<file path="src/rtl/target_reset_sequencer.sv">
// Target reset sequencer: one trigger drives N_CHANNELS target reset lines through
// IDLE -> DELAY -> ASSERT -> HOLDOFF -> IDLE, with per-channel compile-time polarity.
// Optional build macro TARGET_RESET_RETRIGGER_EN: a trigger edge during ASSERT extends
// the pulse and widens the channel mask instead of being reported as missed.
module target_reset_sequencer #(
  parameter int unsigned              N_CHANNELS       = 2,
  parameter logic [N_CHANNELS-1:0]    ACTIVE_HIGH_MASK = 'b01,
  parameter int unsigned              CNT_WIDTH        = 16,
  parameter int unsigned              HOLDOFF_CYCLES   = 8
) (
  input  logic                  clk,
  input  logic                  rst,
  input  logic                  trigger,
  input  logic [N_CHANNELS-1:0] chan_en,
  input  logic [CNT_WIDTH-1:0]  delay_cycles,
  input  logic [CNT_WIDTH-1:0]  pulse_cycles,
  output logic [N_CHANNELS-1:0] target_reset,
  output logic                  busy,
  output logic                  done,
  output logic                  missed
);

  localparam logic [1:0] StIdle    = 2'd0;
  localparam logic [1:0] StDelay   = 2'd1;
  localparam logic [1:0] StAssert  = 2'd2;
  localparam logic [1:0] StHoldoff = 2'd3;

  // Holdoff counter only needs to hold HOLDOFF_CYCLES; keep at least one bit.
  localparam int unsigned HoW = (HOLDOFF_CYCLES < 2) ? 1 : $clog2(HOLDOFF_CYCLES + 1);
  localparam logic [HoW-1:0]       HoLoad = HoW'(HOLDOFF_CYCLES);
  localparam logic [HoW-1:0]       HoOne  = HoW'(1);
  localparam logic [CNT_WIDTH-1:0] CntOne = CNT_WIDTH'(1);

  logic [1:0]            state_q, state_d;
  logic [CNT_WIDTH-1:0]  cnt_q, cnt_d;
  logic [CNT_WIDTH-1:0]  pulse_q, pulse_d;
  logic [N_CHANNELS-1:0] mask_q, mask_d;
  logic [HoW-1:0]        ho_q, ho_d;
  logic                  trig_q;
  logic [N_CHANNELS-1:0] target_reset_q, target_reset_d;
  logic                  busy_q, busy_d;
  logic                  done_q, done_d;
  logic                  missed_q, missed_d;

  logic                  start;
  logic [CNT_WIDTH-1:0]  pulse_eff;

  assign start     = trigger & ~trig_q;
  // A zero pulse length still produces a one-cycle assertion.
  assign pulse_eff = (pulse_cycles == '0) ? CntOne : pulse_cycles;

  // Next-state, counters and registered-output values.
  always_comb begin
    state_d  = state_q;
    cnt_d    = cnt_q;
    pulse_d  = pulse_q;
    mask_d   = mask_q;
    ho_d     = ho_q;
    done_d   = 1'b0;
    missed_d = 1'b0;

    unique case (state_q)
      StIdle: begin
        if (start) begin
          mask_d  = chan_en;
          pulse_d = pulse_eff;
          if (delay_cycles == '0) begin
            state_d = StAssert;
            cnt_d   = pulse_eff;
          end else begin
            state_d = StDelay;
            cnt_d   = delay_cycles;
          end
        end
      end

      StDelay: begin
        missed_d = start;
        if (cnt_q == CntOne) begin
          state_d = StAssert;
          cnt_d   = pulse_q;
        end else begin
          cnt_d = cnt_q - CntOne;
        end
      end

      StAssert: begin
`ifdef TARGET_RESET_RETRIGGER_EN
        if (start) begin
          cnt_d  = pulse_eff;
          mask_d = mask_q | chan_en;
        end else if (cnt_q == CntOne) begin
`else
        missed_d = start;
        if (cnt_q == CntOne) begin
`endif
          if (HOLDOFF_CYCLES == 0) begin
            state_d = StIdle;
            done_d  = 1'b1;
          end else begin
            state_d = StHoldoff;
            ho_d    = HoLoad;
          end
        end else begin
          cnt_d = cnt_q - CntOne;
        end
      end

      StHoldoff: begin
        missed_d = start;
        if (ho_q <= HoOne) begin
          state_d = StIdle;
          done_d  = 1'b1;
        end else begin
          ho_d = ho_q - HoOne;
        end
      end

      default: state_d = StIdle;
    endcase

    busy_d         = (state_d != StIdle);
    target_reset_d = ~ACTIVE_HIGH_MASK ^ ((state_d == StAssert) ? mask_d : '0);
  end

  // State and output registers with synchronous active-high reset.
  always_ff @(posedge clk) begin
    if (rst) begin
      state_q        <= StIdle;
      cnt_q          <= '0;
      pulse_q        <= '0;
      mask_q         <= '0;
      ho_q           <= '0;
      trig_q         <= 1'b0;
      target_reset_q <= ~ACTIVE_HIGH_MASK;
      busy_q         <= 1'b0;
      done_q         <= 1'b0;
      missed_q       <= 1'b0;
    end else begin
      state_q        <= state_d;
      cnt_q          <= cnt_d;
      pulse_q        <= pulse_d;
      mask_q         <= mask_d;
      ho_q           <= ho_d;
      trig_q         <= trigger;
      target_reset_q <= target_reset_d;
      busy_q         <= busy_d;
      done_q         <= done_d;
      missed_q       <= missed_d;
    end
  end

  assign target_reset = target_reset_q;
  assign busy         = busy_q;
  assign done         = done_q;
  assign missed       = missed_q;

endmodule

</file>
<file path="config.mk">
export PLATFORM = sky130hd
export DESIGN_NAME = target_reset_sequencer
export DESIGN_NICKNAME = d
export VERILOG_FILES = /design/src/rtl/target_reset_sequencer.sv
export SDC_FILE = /design/constraint.sdc
export NUM_CORES = 1
export LEC_CHECK = 0
export BUFFER_PORTS_ARGS = -buffer_cell sky130_fd_sc_hd__buf_2
export CAP_MARGIN = 20
export CORE_ASPECT_RATIO = 0.6
export CORE_UTILIZATION = 40
export CTS_CLUSTER_DIAMETER = 120
export DETAILED_ROUTE_END_ITERATION = 7
export PLACE_DENSITY = 0.6
export SLEW_MARGIN = 10
export SYNTH_ARGS = -nofsm -noshare
export SYNTH_HDL_FRONTEND = slang
export SYNTH_SLANG_ARGS = --single-unit
</file>
<file path="constraint.sdc">
create_clock -name clk -period 2.3 [get_ports clk]
set_clock_uncertainty 0.15 [all_clocks]
set_input_delay 0.115 -clock clk [delete_from_list [all_inputs] [get_ports clk]]
set_output_delay 0.115 -clock clk [all_outputs]
set_load 0.005 [all_outputs]
</file>
Yosys cells after proc, flatten, opt, wreduce, memory -nomap -nowiden
Index checks and enable logic that the tools add are counted.
- $add $sub $neg: 2
- $lt $le $gt $ge: 1
- eq/ne operators: 9
- multiplexer cells: 19
- bitwise gates (word level): 6
- reduce and logical (&&, ||, !) cells: 13
- operators with widths (cell ; count):
    two-way mux 16 bit ; 5
    one-hot mux 16 bit (3 select lines) ; 1
    zero test 16 bit ; 2
    == test 16 x 1 -> 1 bit, second input constant ; 1
    two-way mux 2 bit ; 8
    subtractor 16 x 1 -> 16 bit, second input constant ; 1
    two-way mux 4 bit ; 2
    inequality test 2 bit, second input constant ; 4
    one-hot mux 2 bit (4 select lines) ; 1
    one-hot mux 4 bit (2 select lines) ; 1
    == test 2 bit, second input constant ; 3
    AND reduction 3 bit ; 2
    OR reduction 2 bit ; 3
    inverter 1 bit ; 5
    less-or-equal comparator 4 x 1 -> 1 bit, second input constant ; 1
    nonzero test 2 bit ; 2
    subtractor 4 x 1 -> 4 bit, second input constant ; 1
    nonzero test 3 bit ; 1
    OR reduction 3 bit ; 1
    == test 2 x 1 -> 1 bit, second input constant ; 1
    zero test 2 bit ; 1
    AND reduction 2 bit ; 1
    bitwise AND 1 bit ; 1
    two-way mux 1 bit ; 1
- flip-flop bits (word level): 46
- bits of input ports: 37
- output and inout port bits: 5

Longest topological paths before layout
- word-level depth: 7
- depth in mapped cells: 9

Worst setup path after synthesis
No wires, ideal clock.
- path kind: register to register
- from: register state_q[0]
- to: register cnt_q[10]
- library setup time: 0.116 ns
- data arrival time: 2.074 ns
- slack: -0.040 ns
- cell stages (with the launch flop): 9
- buffers on the path: 1
- period minus slack after synthesis: 2.340 ns
- path through: dfxtp_1 -> inv_1 -> ha_1 -> or4bb_1 -> nor4_4 -> nand2b_1 -> buf_4 -> nor2_1 -> a31o_1
- longest elaborated chain between the ends: 3
- RTL lines (element ; line ; text):
    start, declared ; 34 ; logic [1:0] state_q, state_d;
    start signal, assigned ; 129 ; state_q <= StIdle;
    start signal, assigned ; 140 ; state_q <= state_d;
    == test 2 bit (tied with other cells) ; 62 ; unique case (state_q)
    inequality test 2 bit (no line) or nonzero test 3 bit (tied branches) ; - ;
    AND reduction 3 bit (no line) ; - ;
    end signal, assigned ; 141 ; cnt_q <= cnt_d;
    end, declared ; 35 ; logic [CNT_WIDTH-1:0] cnt_q, cnt_d;
Several ways; a longest one is shown, not always the timed one.
A chain may end at the register's enable or synchronous reset.

Worst setup path after layout
- from: register state_q[0]
- to: register target_reset_q[0], in the netlist target_reset[0]
- longest elaborated chain between the ends: 5
- RTL lines (element ; line ; text):
    == test 2 bit (tied with other cells) ; 62 ;
    one-hot mux 2 bit (4 select lines) ; 62 ;
    == test 2 bit ; 123 ; target_reset_d = ~ACTIVE_HIGH_MASK ^ ((state_d == StAssert) ? mask_d : '0);
    inverter 1 bit (no line) ; - ;
    OR reduction 2 bit (no line) ; - ;
    end signal, assigned ; 135 ; target_reset_q <= ~ACTIVE_HIGH_MASK;
    end signal, assigned ; 146 ; target_reset_q <= target_reset_d;
    end, declared ; 40 ; logic [N_CHANNELS-1:0] target_reset_q, target_reset_d;
Several ways; a longest one is shown, not always the timed one.

==> impl_metrics.yaml <==
floorplanning:
  pin_count: 42
  initial_utilization_pct: 42.4
  design.die.area_um2: 6990
  rows: 22
  coreArea_um2: 6280
  die_w_um: 107
  die_h_um: 65.2
timing:
  setup-violations-final: 21
  rsz0062_at_grt: "yes"
  worstMarginPinSlew_ns: 0.499
  relSlewSlack_pct: 66.4
  slew_viol_final: 0
  max_freq_mhz: 408
  setup_slack_ns: -0.151
  finalCriticalPeriod_ns: 2.45
  hold_viol_final: 0
  period_share_pct: 107
synthesis:
  synth_xor_area_share_pct: 4.94
  yosysSeqAreaShare_pct: 34.6
  netlist_instances: 328
  yosys_register_bits: 46
  synth_compound_area_share_pct: 22.1
  yosys.area_share.simple_pct: 29.3
  synth_nets: 374
  avgSynthCellArea_um2: 8.11
  yosysWarnings: 0
  synth_top_family_by_area: "simple AND/OR/NAND/NOR gates"
  syn_area_um2: 2660
  synth.area.mux_share_pct: 0.423
  synth_adder_area_share_pct: 4.23
  synth.distinct_cells: 53
power:
  leakagePower_uw: 0.00153
  power.total_uw: 5670
  power.density_nw_per_um2: 1470
  ir_drop_mv: 0.905
finish:
  utilization_pct: 61.3
  stdcell_area_um2: 3850
  fin_nets: 471
  antenna_cells: 0
  multi_input_area_um2: 1850
  seqCellArea_um2: 930
  fillers: 571
  syn_to_final_growth_pct: 44.6
  drive_above_1_share_pct: 35.0
  final_cells: 510
global_routing:
  grt_pass1_wl_um: 14100
  grt_use_met3_pct: 5.75
  use_met1_pct: 39.6
  overflow: 0
  met2_usage_pct: 38.3
  antenna_found_initial: 0
  first_global_vias: 2677
  busiest_layer: "met1"
  grt_max_degree: 20
  gr-usage-all-layers_pct: 26.6
cts:
  clkTransAtPathRegs_ns: 0.09
  clk_latency_ns: 0.32
  clock_path_buffers: 2
  cts_sinks: 46
  cts_tree: "built"
  htreeDepth: 2
  cts_buffers: 5
  cts.root.buffer_cell: "clkbuf_8"
setup_path:
  cp_slowest_cell: "or4bb_4"
  start_kind: "flip-flop"
  arrival_ns: 2.51
  path_buf_inv: 2
  worst_ep_required_time_ns: 2.36
  path_cells: "inv_4 -> ha_4 -> or4bb_4 -> nor4_4 -> buf_4 -> nor2_2 -> a22o_1 -> nor2b_4 -> and2_1"
  crit_fanout: 3
  worstSetupPathType: "reg -> reg"
  slowest_delay_ns: 0.53
  critical-path-top-delay-family: "simple AND/OR/NAND/NOR gates"
  end_kind: "flip-flop"
route:
  dr.pass1.iters: 4
  vias_per_cell: 5.70
  via_count: 2905
  drc: 0
  route.antenna.remaining_nets: 0
  route.final.wire_length_um: 9070
  wl_per_cell_um: 17.8
  drtIter0Drc: 219
placement:
  numPortBuffers: 41
  place_ws_ns: -0.109
  hpwlAfterDp_um: 6390
  place_area_um2: 3260
  dp.cells: 475
  gp_congestion: 0.889
outcome:
  outcome: "complete, but fails checks"
  violations: "setup timing"
run:
  max_cap_violations: 0
worst_hold_path:
  hold_path.class: "in -> reg"
cell families (layout without fill, tap and decap cells):
| group | Yosys count | in the layout |
|---|---|---|
| DFF | 46 | 46 |
| and+or+nand+nor | 146 | 146 |
| AOI/OAI and AO/OA | 83 | 83 |
| adders and majority gates | 9 | 9 |
| muxes | 1 | 1 |
| buffers and inverters | 28 | 126 |
| xor gates and xnor gates | 15 | 15 |
registers in the layout (all words and copies together) (netlist names):
register,cells
pulse_q,16
target_reset,2
missed,1
mask_q,2
cnt_q,16
done,1
busy,1
state_q,2
ho_q,4
trig_q,1
path summary, 6_finish.rpt:
kind,startpoint,endpoint,slack [ns],depth (start not counted)
worst min register to register,pulse_q[6],pulse_q[6],0.32,2
worst max register to register,state_q[0],target_reset[0],-0.15,9
worst max-delay path,state_q[0],target_reset[0],-0.15,9
worst min-delay path,delay_cycles[11],cnt_q[11],0.02,3
cell usage after synthesis (all sizes together):
master   count  area share [%]
o31a         1            0.33
nand4b       1            0.33
and4         2            0.66
a211o       13             4.3
mux2         1            0.42
nand2b       2            0.47
dfxtp       46              35
or4          4             1.4
o31ai        1            0.28
xor2         7             2.3
nand3       12             2.3
o211a        1            0.38
o21ai        3            0.99
xnor2        8             2.6
buf          5             1.2
and2         3            0.71
nor4        14             4.9
a211oi       4             1.3
inv          9             1.3
a22o         2            0.66
o211ai      14             4.1
nor3b        5             1.4
o311ai       1            0.33
ha           9             4.2
nand3b       1            0.28
a21oi       33             6.2
o22ai        1            0.24
clkbuf      14             2.0
a41oi        2            0.66
or2          1            0.24
or3          3            0.71
nor3         8             1.5
a2111oi      1            0.33
or3b         1            0.33
nand2       65             9.2
or4bb        2            0.85
nor4b        1            0.33
nor2b        5             1.3
nor2        16             2.4
a21boi       1            0.28
a31o         5             1.6
cell type report:
class | instances | area share (%)
multi-input combinational | 254 | 48.2
sequential | 46 | 24.2
timing repair buffer | 109 | 21.2
tap | 84 | 2.73
clock buffer | 7 | 1.98
inverter | 9 | 0.943
clock inverter | 1 | 0.780
power by group:
group	switching (µW)	total, µW	internal [µW]	leakage [µW]
registers	259	1300	1040	0.000379
clock network	287	612	326	0.0000524
logic	1960	3760	1800	0.00110
total	2510	5670	3170	0.00153
placed cells by master, fill, tap and decap left out, drive strengths merged, types with 3 or more instances in the layout:
master,synthesis,routed
dlygate4sd3,0,21
and2,3,3
xor2,7,7
xnor2,8,8
clkbuf,14,7
nor3b,5,5
a211oi,4,4
buf,5,88
a31o,5,5
nor2,16,16
nand3,12,12
or3,3,3
a21oi,33,33
nor3,8,8
o21ai,3,3
nand2,65,65
dfxtp,46,46
a211o,13,13
nor2b,5,5
nor4,14,14
o211ai,14,14
inv,9,9
or4,4,4
ha,9,9
routing by layer:
metal / wire length [µm] / share of wire [%]
met5: 0 / 0
met4: 112 / 1.2
met3: 673 / 7.4
met2: 3820 / 42
met1: 4460 / 49
worst min-delay path, stage by stage:
cell     delay (ns)
buf_2          0.10
a211o_1        0.10
a31o_1         0.14
timing repair:
action,4_1_cts,5_1_grt
hold buffers,20,1
hold endpoints to repair,21,1
gates resized for setup,5,50
pin swaps,2,20
buffers inserted,0,7
setup endpoints to repair,16,24
per-stage QoR:
stage / hold WS [ns] / TNS (ns)
6_report: 0.0172 / -1.28
5_1_grt: 0.0166 / -3.37
4_1_cts: 0.0000686 / -0.0291
3_5_place_dp: 0.221 / -0.609
3_3_place_gp: 0.208 / -0.182
2_1_floorplan: 0.0932 / 0
Power figures use the tool's default switching activity.
